--- src/rtl/dsa_bil_pkg.sv ---
`default_nettype none
// ============================================================================
// Package  : dsa_bil_pkg
// Brief    : Shared widths, FSM states and neighbourhood type for the
//            bilinear fetch controller.
// Revision : 1.0 - initial release
// ============================================================================
package dsa_bil_pkg;

    localparam int C_W_BITS = 6;
    localparam int C_H_BITS = 6;
    localparam int C_ADDR_W = 12;
    localparam int C_FRAC_W = 8;

    typedef enum logic [2:0] {
        IDLE = 3'd0,
        A0   = 3'd1,
        A1   = 3'd2,
        A2   = 3'd3,
        A3   = 3'd4,
        CAP  = 3'd5,
        OUT  = 3'd6
    } fetch_state_t;

    typedef struct packed {
        logic [7:0]          p00;
        logic [7:0]          p01;
        logic [7:0]          p10;
        logic [7:0]          p11;
        logic [C_FRAC_W-1:0] fx;
        logic [C_FRAC_W-1:0] fy;
    } bil_nbhd_t;

    // A configured dimension of zero behaves as a one-pixel dimension.
    function automatic logic [31:0] dim_eff(input logic [31:0] v);
        return (v == 32'd0) ? 32'd1 : v;
    endfunction

endpackage
`default_nettype wire

--- src/rtl/dsa_bil_addr_calc.sv ---
`default_nettype none
// ============================================================================
// Module   : dsa_bil_addr_calc
// Brief    : Edge clamp and y*w+x RAM address for one of four neighbours.
// Revision : 1.0 - initial release
// ============================================================================
module dsa_bil_addr_calc
    import dsa_bil_pkg::*;
#(
    parameter int W_BITS = C_W_BITS,
    parameter int H_BITS = C_H_BITS,
    parameter int ADDR_W = C_ADDR_W
) (
    input  logic [W_BITS-1:0] x,
    input  logic [H_BITS-1:0] y,
    input  logic [W_BITS:0]   cfg_w,
    input  logic [H_BITS:0]   cfg_h,
    input  logic [1:0]        sel,
    output logic [ADDR_W-1:0] addr
);

    logic [W_BITS:0] w_w_eff;
    logic [H_BITS:0] w_h_eff;
    logic [W_BITS:0] w_x_max;
    logic [H_BITS:0] w_y_max;
    logic [W_BITS:0] w_xc;
    logic [H_BITS:0] w_yc;
    logic [W_BITS:0] w_x1;
    logic [H_BITS:0] w_y1;
    logic [W_BITS:0] w_xsel;
    logic [H_BITS:0] w_ysel;

    always_comb begin
        w_w_eff = (cfg_w == '0) ? (W_BITS+1)'(1) : cfg_w;
        w_h_eff = (cfg_h == '0) ? (H_BITS+1)'(1) : cfg_h;
        w_x_max = w_w_eff - (W_BITS+1)'(1);
        w_y_max = w_h_eff - (H_BITS+1)'(1);
        w_xc    = ({1'b0, x} < w_x_max) ? {1'b0, x} : w_x_max;
        w_yc    = ({1'b0, y} < w_y_max) ? {1'b0, y} : w_y_max;
        w_x1    = (w_xc == w_x_max) ? w_xc : w_xc + (W_BITS+1)'(1);
        w_y1    = (w_yc == w_y_max) ? w_yc : w_yc + (H_BITS+1)'(1);
        // sel bit 0 picks the right column, bit 1 the lower row.
        w_xsel  = sel[0] ? w_x1 : w_xc;
        w_ysel  = sel[1] ? w_y1 : w_yc;
        addr    = ADDR_W'(w_ysel) * ADDR_W'(w_w_eff) + ADDR_W'(w_xsel);
    end

endmodule
`default_nettype wire

--- src/rtl/dsa_bil_fetch_ctrl.sv ---
`default_nettype none
// ============================================================================
// Module   : dsa_bil_fetch_ctrl
// Brief    : Fetches a clamped 2x2 pixel neighbourhood from image RAM and
//            hands it to the bilinear interpolator with valid/ready.
// Revision : 1.0 - initial release
// ============================================================================
module dsa_bil_fetch_ctrl
    import dsa_bil_pkg::*;
#(
    parameter int W_BITS = C_W_BITS,
    parameter int H_BITS = C_H_BITS,
    parameter int ADDR_W = C_ADDR_W,
    parameter int FRAC_W = C_FRAC_W
) (
    input  logic              clk,
    input  logic              rst_n,
    input  logic [W_BITS:0]   cfg_w,
    input  logic [H_BITS:0]   cfg_h,
    input  logic              req_valid,
    output logic              req_ready,
    input  logic [W_BITS-1:0] req_x,
    input  logic [H_BITS-1:0] req_y,
    input  logic [FRAC_W-1:0] req_fx,
    input  logic [FRAC_W-1:0] req_fy,
    output logic [ADDR_W-1:0] mem_raddr,
    input  logic [7:0]        mem_rdata,
    output logic              out_valid,
    input  logic              out_ready,
    output logic [7:0]        out_p00,
    output logic [7:0]        out_p01,
    output logic [7:0]        out_p10,
    output logic [7:0]        out_p11,
    output logic [FRAC_W-1:0] out_fx,
    output logic [FRAC_W-1:0] out_fy,
    output logic              busy,
    output logic [15:0]       fetch_count
);

    generate
        if (FRAC_W != C_FRAC_W || ADDR_W < W_BITS + H_BITS) begin : g_param_check
            $error("dsa_bil_fetch_ctrl: unsupported parameter combination");
        end
    endgenerate

    fetch_state_t      r_state;
    logic [W_BITS-1:0] r_x;
    logic [H_BITS-1:0] r_y;
    logic [W_BITS:0]   r_cfg_w;
    logic [H_BITS:0]   r_cfg_h;
    bil_nbhd_t         r_nbhd;
    logic              r_out_valid;
    logic [15:0]       r_fetch_count;
    logic [ADDR_W-1:0] r_raddr;
    logic [ADDR_W-1:0] w_addr;
    logic [1:0]        w_sel;
    logic              w_issue;

    dsa_bil_addr_calc #(
        .W_BITS (W_BITS),
        .H_BITS (H_BITS),
        .ADDR_W (ADDR_W)
    ) u_addr_calc (
        .x     (r_x),
        .y     (r_y),
        .cfg_w (r_cfg_w),
        .cfg_h (r_cfg_h),
        .sel   (w_sel),
        .addr  (w_addr)
    );

    always_comb begin
        w_sel   = 2'd0;
        w_issue = 1'b0;
        case (r_state)
            A0:      begin w_sel = 2'd0; w_issue = 1'b1; end
            A1:      begin w_sel = 2'd1; w_issue = 1'b1; end
            A2:      begin w_sel = 2'd2; w_issue = 1'b1; end
            A3:      begin w_sel = 2'd3; w_issue = 1'b1; end
            default: begin w_sel = 2'd0; w_issue = 1'b0; end
        endcase
    end

    // Address is live while issuing; otherwise the last issued address is held.
    assign mem_raddr   = w_issue ? w_addr : r_raddr;
    assign req_ready   = (r_state == IDLE);
    assign busy        = (r_state != IDLE);
    assign out_valid   = r_out_valid;
    assign out_p00     = r_nbhd.p00;
    assign out_p01     = r_nbhd.p01;
    assign out_p10     = r_nbhd.p10;
    assign out_p11     = r_nbhd.p11;
    assign out_fx      = r_nbhd.fx;
    assign out_fy      = r_nbhd.fy;
    assign fetch_count = r_fetch_count;

    always_ff @(posedge clk or negedge rst_n) begin
        if (!rst_n) begin
            r_state       <= IDLE;
            r_x           <= '0;
            r_y           <= '0;
            r_cfg_w       <= '0;
            r_cfg_h       <= '0;
            r_nbhd        <= '0;
            r_out_valid   <= 1'b0;
            r_fetch_count <= 16'd0;
            r_raddr       <= '0;
        end else begin
            if (w_issue) begin
                r_raddr <= w_addr;
            end
            // Read data lags the address by one cycle, so each capture
            // happens in the state after its address was issued.
            case (r_state)
                IDLE: begin
                    if (req_valid) begin
                        r_x       <= req_x;
                        r_y       <= req_y;
                        r_cfg_w   <= cfg_w;
                        r_cfg_h   <= cfg_h;
                        r_nbhd.fx <= req_fx;
                        r_nbhd.fy <= req_fy;
                        r_state   <= A0;
                    end
                end
                A0: r_state <= A1;
                A1: begin
                    r_nbhd.p00 <= mem_rdata;
                    r_state    <= A2;
                end
                A2: begin
                    r_nbhd.p01 <= mem_rdata;
                    r_state    <= A3;
                end
                A3: begin
                    r_nbhd.p10 <= mem_rdata;
                    r_state    <= CAP;
                end
                CAP: begin
                    r_nbhd.p11  <= mem_rdata;
                    r_out_valid <= 1'b1;
                    r_state     <= OUT;
                end
                OUT: begin
                    if (out_ready) begin
                        r_out_valid   <= 1'b0;
                        r_fetch_count <= r_fetch_count + 16'd1;
                        r_state       <= IDLE;
                    end
                end
                default: r_state <= IDLE;
            endcase
        end
    end

    a_area_fits: assert property (@(posedge clk) disable iff (!rst_n)
        (r_state != IDLE) |->
            (({32'd0, dim_eff(32'(r_cfg_w))} * {32'd0, dim_eff(32'(r_cfg_h))})
                <= (64'd1 << ADDR_W)));

endmodule
`default_nettype wire

--- config.mk ---
export PLATFORM = sky130hd
export DESIGN_NAME = dsa_bil_fetch_ctrl
export DESIGN_NICKNAME = d
export VERILOG_FILES = /design/src/rtl/dsa_bil_pkg.sv /design/src/rtl/dsa_bil_addr_calc.sv /design/src/rtl/dsa_bil_fetch_ctrl.sv
export SDC_FILE = /design/constraint.sdc
export NUM_CORES = 1
export LEC_CHECK = 0
export ABC_AREA = 1
export BUFFER_PORTS_ARGS = -buffer_cell sky130_fd_sc_hd__buf_2
export CAP_MARGIN = 20
export CORE_UTILIZATION = 51
export CTS_BUF_LIST = sky130_fd_sc_hd__clkbuf_4 sky130_fd_sc_hd__clkbuf_8 sky130_fd_sc_hd__clkbuf_16
export CTS_CLUSTER_SIZE = 12
export DETAILED_ROUTE_END_ITERATION = 10
export GPL_TIMING_DRIVEN = 0
export PLACE_DENSITY = 0.86
export SLEW_MARGIN = 0
export SYNTH_ARGS = -nofsm -noshare
export SYNTH_HDL_FRONTEND = slang
export SYNTH_SLANG_ARGS = --single-unit
--- constraint.sdc ---
create_clock -name clk -period 8.5 [get_ports clk]
set_clock_uncertainty 0.2 [all_clocks]
set_input_delay 1.7 -clock clk [delete_from_list [all_inputs] [get_ports clk]]
set_output_delay 1.7 -clock clk [all_outputs]
set_load 0.01 [all_outputs]
==> results.sh, run 1 <==
export IMPL_status="finished, violations left"
export IMPL_violations="setup timing"
export IMPL_min_period_ps=9311
export IMPL_fmax_mhz=107.4
export IMPL_synth_ff_type="dfrtp_1"
export IMPL_cts_root_buf="clkbuf_16"
export IMPL_finalSetupTns_ps=-3764
export IMPL_critPathLaunchType="register"
export IMPL_gp_congestion=0.8884
export IMPL_final_instance_count_excl_fill=1187
export IMPL_drive_gt1_share_pct=35.21
export IMPL_timing_final_crit_share_pct=109.5
export IMPL_syn_area_um2=6960
export IMPL_met1_length_mm=7.316
export IMPL_ys_warn_count=0
export IMPL_antenna_found_initial=0
export IMPL_synth_edf_count=0
export IMPL_synth_cell_types=40
export IMPL_critPathArrivalTime_ps=7410
export IMPL_cts_buffers_inserted=9
export IMPL_async_reset_ff_share_pct=100.0
export IMPL_finalMaxSlewViolations=0
export IMPL_max_stage_delay_ps=510
export IMPL_finalHoldViolCount=0
export IMPL_rsz0062_at_grt="yes"
export IMPL_vias=6393
export IMPL_coreArea_um2=13300
export IMPL_yosys_area_top_type_share_pct=38.11
export IMPL_first_pass_iters=5
export IMPL_dp_hpwl_mm=12.24
export IMPL_clkSinkCount=106
export IMPL_drt_wl_total_mm=18.59
export IMPL_worstHoldPathType="register to register"
export IMPL_setup_violations=8
export IMPL_layout_nets=1132
export IMPL_avgSynthCellArea_um2=8.561
export IMPL_h_tree_depth=3
export IMPL_required_ps=6600
export IMPL_drv_cap=0
export IMPL_crit_path_end_kind="primary output"
export IMPL_grt_overflow=0
export IMPL_yosysMostFrequentCell="nand2_1"
export IMPL_start_util_pct=52.35
export IMPL_cp_max_fo=10
export IMPL_wire_per_inst_um=15.66
export IMPL_fin_hold_ws_ps=282.8
export IMPL_ant_nets=0
export IMPL_synthesis_nets=939
export IMPL_via_per_inst=5.386
export IMPL_drt_iter0_drc=400
export IMPL_ys_seq_area_share_pct=38.11
export IMPL_critical_path_class="register to primary output"
export IMPL_dp_cells=1122
export IMPL_postCtsHoldBufs=0
export IMPL_num_antenna_cells=0
export IMPL_die_area_um2=14120
export IMPL_grtUsageTotal_pct=26.59
export IMPL_ys_top_cells_by_area="dfrtp_1 (38%), fa_1 (8.6%), nand2_1 (7.7%)"
export IMPL_clockBufferDepth=2
export IMPL_ys_ff_latch=106
export IMPL_portBuffers=132
export IMPL_top_layer_used="met4"
export IMPL_syn_to_final_growth_pct=31.22
export IMPL_crit_slowest_cell="fa_1"
export IMPL_setup_slack_ps=-811.1
export IMPL_clock_latency_ps=360
export IMPL_rows=42
export IMPL_post_route_drc_count=0
export IMPL_ios=133
export IMPL_yosys_area_top_type="dfrtp_1"
export IMPL_netlist_instances=813
export IMPL_die_y_um=118.8
export IMPL_tightestPinTransition_ps=699.2
export IMPL_clkTransAtPathRegs_ps=70
export IMPL_fp_dieW_um=118.8
export IMPL_max_slew_margin_rel_pct=53.21
export IMPL_grt_first_pass_wirelength_mm=30.06
export IMPL_met3_length_mm=1.239
export IMPL_cts_tree="done"
export IMPL_dr_wl_met2_mm=9.328
export IMPL_yosys_top_cells_count="nand2_1 (143), inv_1 (119), dfrtp_1 (106), nor2_1 (96), o21ai_0 (43)"
export IMPL_grt_pass1_vias=6426
export IMPL_grt_max_degree=74
-- cell type report --
type	count	area [um^2]
Sequential cell	106	2655
Inverter	134	508.0
Tap cell	176	220.2
Timing Repair Buffer	182	1136
Fill cell	944	4161
Clock inverter	7	91.34
Multi-Input combinational cell	559	4223
Clock buffer	9	225.2
Buffer	14	75.07
-- cells in the final DEF (no fill, tap or decap), types with 11 or more instances in the layout --
master / instances
nor2_1: 75
nand3_1: 28
fa_1: 29
dfrtp_1: 104
clkbuf_1: 11
buf_4: 31
ha_4: 11
nand2_1: 127
a21oi_1: 28
ha_1: 31
inv_1: 110
buf_2: 130
xor2_1: 21
mux2_2: 22
nand4_1: 22
nand2_2: 19
inv_2: 20
o21ai_0: 40
nor2_2: 22
buf_6: 23
-- worst max-delay path: cells and delay by family (launching register included) --
kind / cells / cell delay [ps]
buf+inv: 10 / 860
flops: 1 / 400
fa+ha+maj: 7 / 2660
simple gates: 21 / 2400
compound gates: 1 / 120
xor+xnor: 4 / 610
-- per-stage QoR --
stage / area, um^2 / worst slack, ps / util [%]
3_5_place_dp: 7876 / -919.3 / 59.24
3_3_place_gp: 7846 / -823.0 / 59.02
2_1_floorplan: 6965 / 2.189 / -
5_1_grt: 9134 / -1179 / 68.70
6_report: 9134 / -811.1 / 68.70
4_1_cts: 8812 / -615.8 / 66.28
-- routing by layer --
| layer | GRT usage, % | vias to the layer above |
|---|---|---|
| met5 | 0 | - |
| met4 | 11.31 | 0 |
| met3 | 5.987 | 72 |
| met2 | 45.98 | 265 |
| met1 | 31.86 | 3083 |
| li1 | - | 2973 |
-- cell families (layout without fill, tap and decap cells) --
group           count (synthesis)  count (layout)  synth area share [%]
buf+inv                       148             346                 8.341
simple gates                  328             328                 20.82
flops                         106             106                 38.11
mux                            22              22                 3.559
xor+xnor                       36              36                 4.961
compound gates                101             101                 8.035
fa+ha+maj                      72              72                 16.18
-- state kept, by name (all words and copies together) (netlist names), 7 cells and up --
signal and count:
out_p10 8, out_p11 8, fetch_count 16, out_fx 8, r_cfg_h 7, r_raddr 12
out_p00 8, out_fy 8, out_p01 8, r_cfg_w 7
-- worst paths after layout --
path / start / slack [ps] / depth (start not counted) / end
worst min-delay path: r_raddr[0]$_DFF_PN0_ / 280 / 2 / r_raddr[0]$_DFF_PN0_
max in group asynchronous: rst_n / 6300 / 2 / out_fy[1]$_DFFE_PN0P_
worst max-delay path: r_cfg_h[1]$_DFFE_PN0P_ / -810 / 43 / mem_raddr[11]
worst min register to register: r_raddr[0]$_DFF_PN0_ / 280 / 2 / r_raddr[0]$_DFF_PN0_
worst max register to register: r_cfg_h[1]$_DFFE_PN0P_ / -630 / 59 / r_raddr[11]$_DFF_PN0_
min in group asynchronous: rst_n / 1090 / 1 / r_x[1]$_DFFE_PN0P_
-- repair_timing --
action / CTS / global route
resized for setup: 66 / 64
endpoints found under the setup margin: 7 / 9
pin swaps: 54 / 45
buffers inserted: 39 / 13
gates cloned: 1 / 0
Power of run 1 is not shown: default switching activity piles up to over one toggle a cycle in this logic, so the estimate is an artifact.
==> run 2, diff against run 1 <==
--- a/config.mk
+++ b/config.mk
@@ -8,13 +8,15 @@
 export ABC_AREA = 1
 export BUFFER_PORTS_ARGS = -buffer_cell sky130_fd_sc_hd__buf_2
 export CAP_MARGIN = 20
-export CORE_UTILIZATION = 51
+export CELL_PAD_IN_SITES_DETAIL_PLACEMENT = 0
+export CELL_PAD_IN_SITES_GLOBAL_PLACEMENT = 1
+export CORE_UTILIZATION = 38
 export CTS_BUF_LIST = sky130_fd_sc_hd__clkbuf_4 sky130_fd_sc_hd__clkbuf_8 sky130_fd_sc_hd__clkbuf_16
 export CTS_CLUSTER_SIZE = 12
 export DETAILED_ROUTE_END_ITERATION = 10
 export GPL_TIMING_DRIVEN = 0
 export PLACE_DENSITY = 0.86
-export SLEW_MARGIN = 0
+export SLEW_MARGIN = 10
 export SYNTH_ARGS = -nofsm -noshare
 export SYNTH_HDL_FRONTEND = slang
 export SYNTH_SLANG_ARGS = --single-unit
==> run 2 against run 1 <==
Effect of this change: the run still ends with setup timing left; die area rose by 34%; via count is 6.5% lower; register-to-register slack better by 2100 ps; routed wire length fell by 5.8%; final cell count increased by 5.0%; non-clock buffer count increased by 6; clock-buffer cell count stayed put; critical path depth stayed put; fmax up 2.3%; worst hold slack got worse by 14 ps; first-iteration DRC count shrank 46%; global-route usage decreased by 7.4 points.
==> results.sh, run 2 (synthesized netlist as in run 1, its figures left out) <==
export IMPL_drv_cap=0
export IMPL_crit_path_frequent_cell="nand2_2"
export IMPL_post_route_drc_count=0
export IMPL_status="finished, violations left"
export IMPL_critPathArrivalTime_ps=7200
export IMPL_tightestPinTransition_ps=726.6
export IMPL_drive_gt1_share_pct=35.20
export IMPL_grtUsageTotal_pct=19.18
export IMPL_clock_latency_ps=360
export IMPL_setup_slack_ps=-601.5
export IMPL_seq_area_um2=2658
export IMPL_cts_buffers_inserted=9
export IMPL_critPathLaunchType="register"
export IMPL_crit_family="adder cells"
export IMPL_layout_nets=1138
export IMPL_start_util_pct=38.75
export IMPL_rsz0062_at_grt="yes"
export IMPL_die_y_um=137.3
export IMPL_drt_wl_total_mm=17.51
export IMPL_grt_max_degree=57
export IMPL_syn_to_final_growth_pct=32.72
export IMPL_violations="setup timing"
export IMPL_multi_input_area_um2=4257
export IMPL_postCtsHoldBufs=0
export IMPL_grt_first_pass_wirelength_mm=28.08
export IMPL_timing_final_crit_share_pct=107.1
export IMPL_crit_path_end_kind="primary output"
export IMPL_drt_iter0_drc=218
export IMPL_path_buf_inv=9
export IMPL_max_stage_delay_ps=520
export IMPL_grt_pass1_vias=5882
export IMPL_grt_overflow=0
export IMPL_clockBufferDepth=2
export IMPL_antenna_found_initial=0
export IMPL_fin_hold_ws_ps=268.9
export IMPL_ant_nets=0
export IMPL_h_tree_depth=3
export IMPL_final_common_cell="buf_2"
export IMPL_first_pass_iters=4
export IMPL_crit_slowest_cell="fa_1"
export IMPL_cts_tree="done"
export IMPL_gp_congestion=0.8249
export IMPL_max_slew_margin_rel_pct=51.38
export IMPL_worstHoldPathType="register to register"
export IMPL_finalMaxSlewViolations=0
export IMPL_cp_max_fo=5
export IMPL_fmax_mhz=109.9
export IMPL_num_antenna_cells=0
export IMPL_clkSinkCount=106
export IMPL_n_fill_cell=1687
export IMPL_min_period_ps=9102
export IMPL_clkTransAtPathRegs_ps=80
export IMPL_rows=49
export IMPL_fp_dieW_um=137.3
export IMPL_largest_reg_flops=16
export IMPL_cts_root_buf="clkbuf_16"
export IMPL_critical_path_class="register to primary output"
export IMPL_dp_hpwl_mm=12.54
export IMPL_die_area_um2=18860
export IMPL_wire_per_inst_um=14.06
export IMPL_ios=133
export IMPL_setup_violations=6
export IMPL_portBuffers=132
export IMPL_finalHoldViolCount=0
export IMPL_required_ps=6600
export IMPL_coreArea_um2=17960
export IMPL_vias=5975
export IMPL_via_per_inst=4.795
export IMPL_layout_common_cells="buf_2 (130), nand2_1 (128), inv_1 (110)"
==> run 2: changes by cell type in the layout (fill, tap and decap cells not counted), moves of 3 or more <==
cell	before	now
buf_4	31	50
buf_6	23	10
ha_1	31	28
nand2_2	19	16
nand3_2	7	4
nor2_1	75	80
nor2_2	22	15
o21ai_1	7	10
==> run 2: repair_timing <==
item                                    in CTS  in global routing
pin swaps                                   47                 54
cloned                                       2                  0
gates resized for setup                     52                 71
buffers inserted                            36                 17
endpoints found under the setup margin       7                  8
==> run 2: layout make-up <==
| class | instances | share of cell area [%] |
|---|---|---|
| multi-input cells | 559 | 46.08 |
| clock buffers | 9 | 2.438 |
| repair buffers | 188 | 12.26 |
| plain buffers | 14 | 0.8127 |
| inverters | 134 | 5.553 |
| clock inverters | 7 | 0.9888 |
| well taps | 229 | 3.102 |
| flip-flops and latches | 106 | 28.77 |
==> run 2: final timing paths <==
kind	from	endpoint	slack (ps)	cells past startpoint
worst min register to register	fetch_count[15]$_DFFE_PN0P_	fetch_count[15]$_DFFE_PN0P_	270	1
min in group asynchronous	rst_n	r_x[1]$_DFFE_PN0P_	1070	1
worst min-delay path	fetch_count[15]$_DFFE_PN0P_	fetch_count[15]$_DFFE_PN0P_	270	1
worst max register to register	r_cfg_h[5]$_DFFE_PN0P_	r_raddr[10]$_DFF_PN0_	1440	43
worst max-delay path	r_cfg_h[5]$_DFFE_PN0P_	mem_raddr[11]	-600	43
max in group asynchronous	rst_n	r_raddr[11]$_DFF_PN0_	6360	2
==> run 2: worst register-to-register path: cells and delay by family (launching register included) <==
family,cells,cell delay [ps]
AO/OA/AOI/OAI,3,500
adder cells (fa/ha/maj),7,2460
XOR/XNOR,3,460
buffers and inverters,10,920
AND/OR/NAND/NOR,20,1970
flip-flops,1,410
==> run 2: per-stage QoR <==
step,area (um^2),TNS [ps],instances,setup slack (ps),util (%)
final,9238,-2166,1246,-601.5,51.42
after global routing,9238,-4600,1246,-1012,51.42
after detailed placement,7946,-3592,1175,-988.4,44.24
after floorplan,6965,0,813,2.189,-
after global placement,7913,-3464,1174,-977.9,44.05
after CTS,8772,-2280,1229,-709.9,48.83
==> run 2: routing by layer <==
layer	track usage, %	vias to the layer above	routed length (um)
li1	-	2979	-
met1	24.52	2856	7872
met2	31.29	117	8417
met3	5.372	23	891
met4	6.105	0	331
met5	0	-	0
Power of run 2 is left out for the same reason.
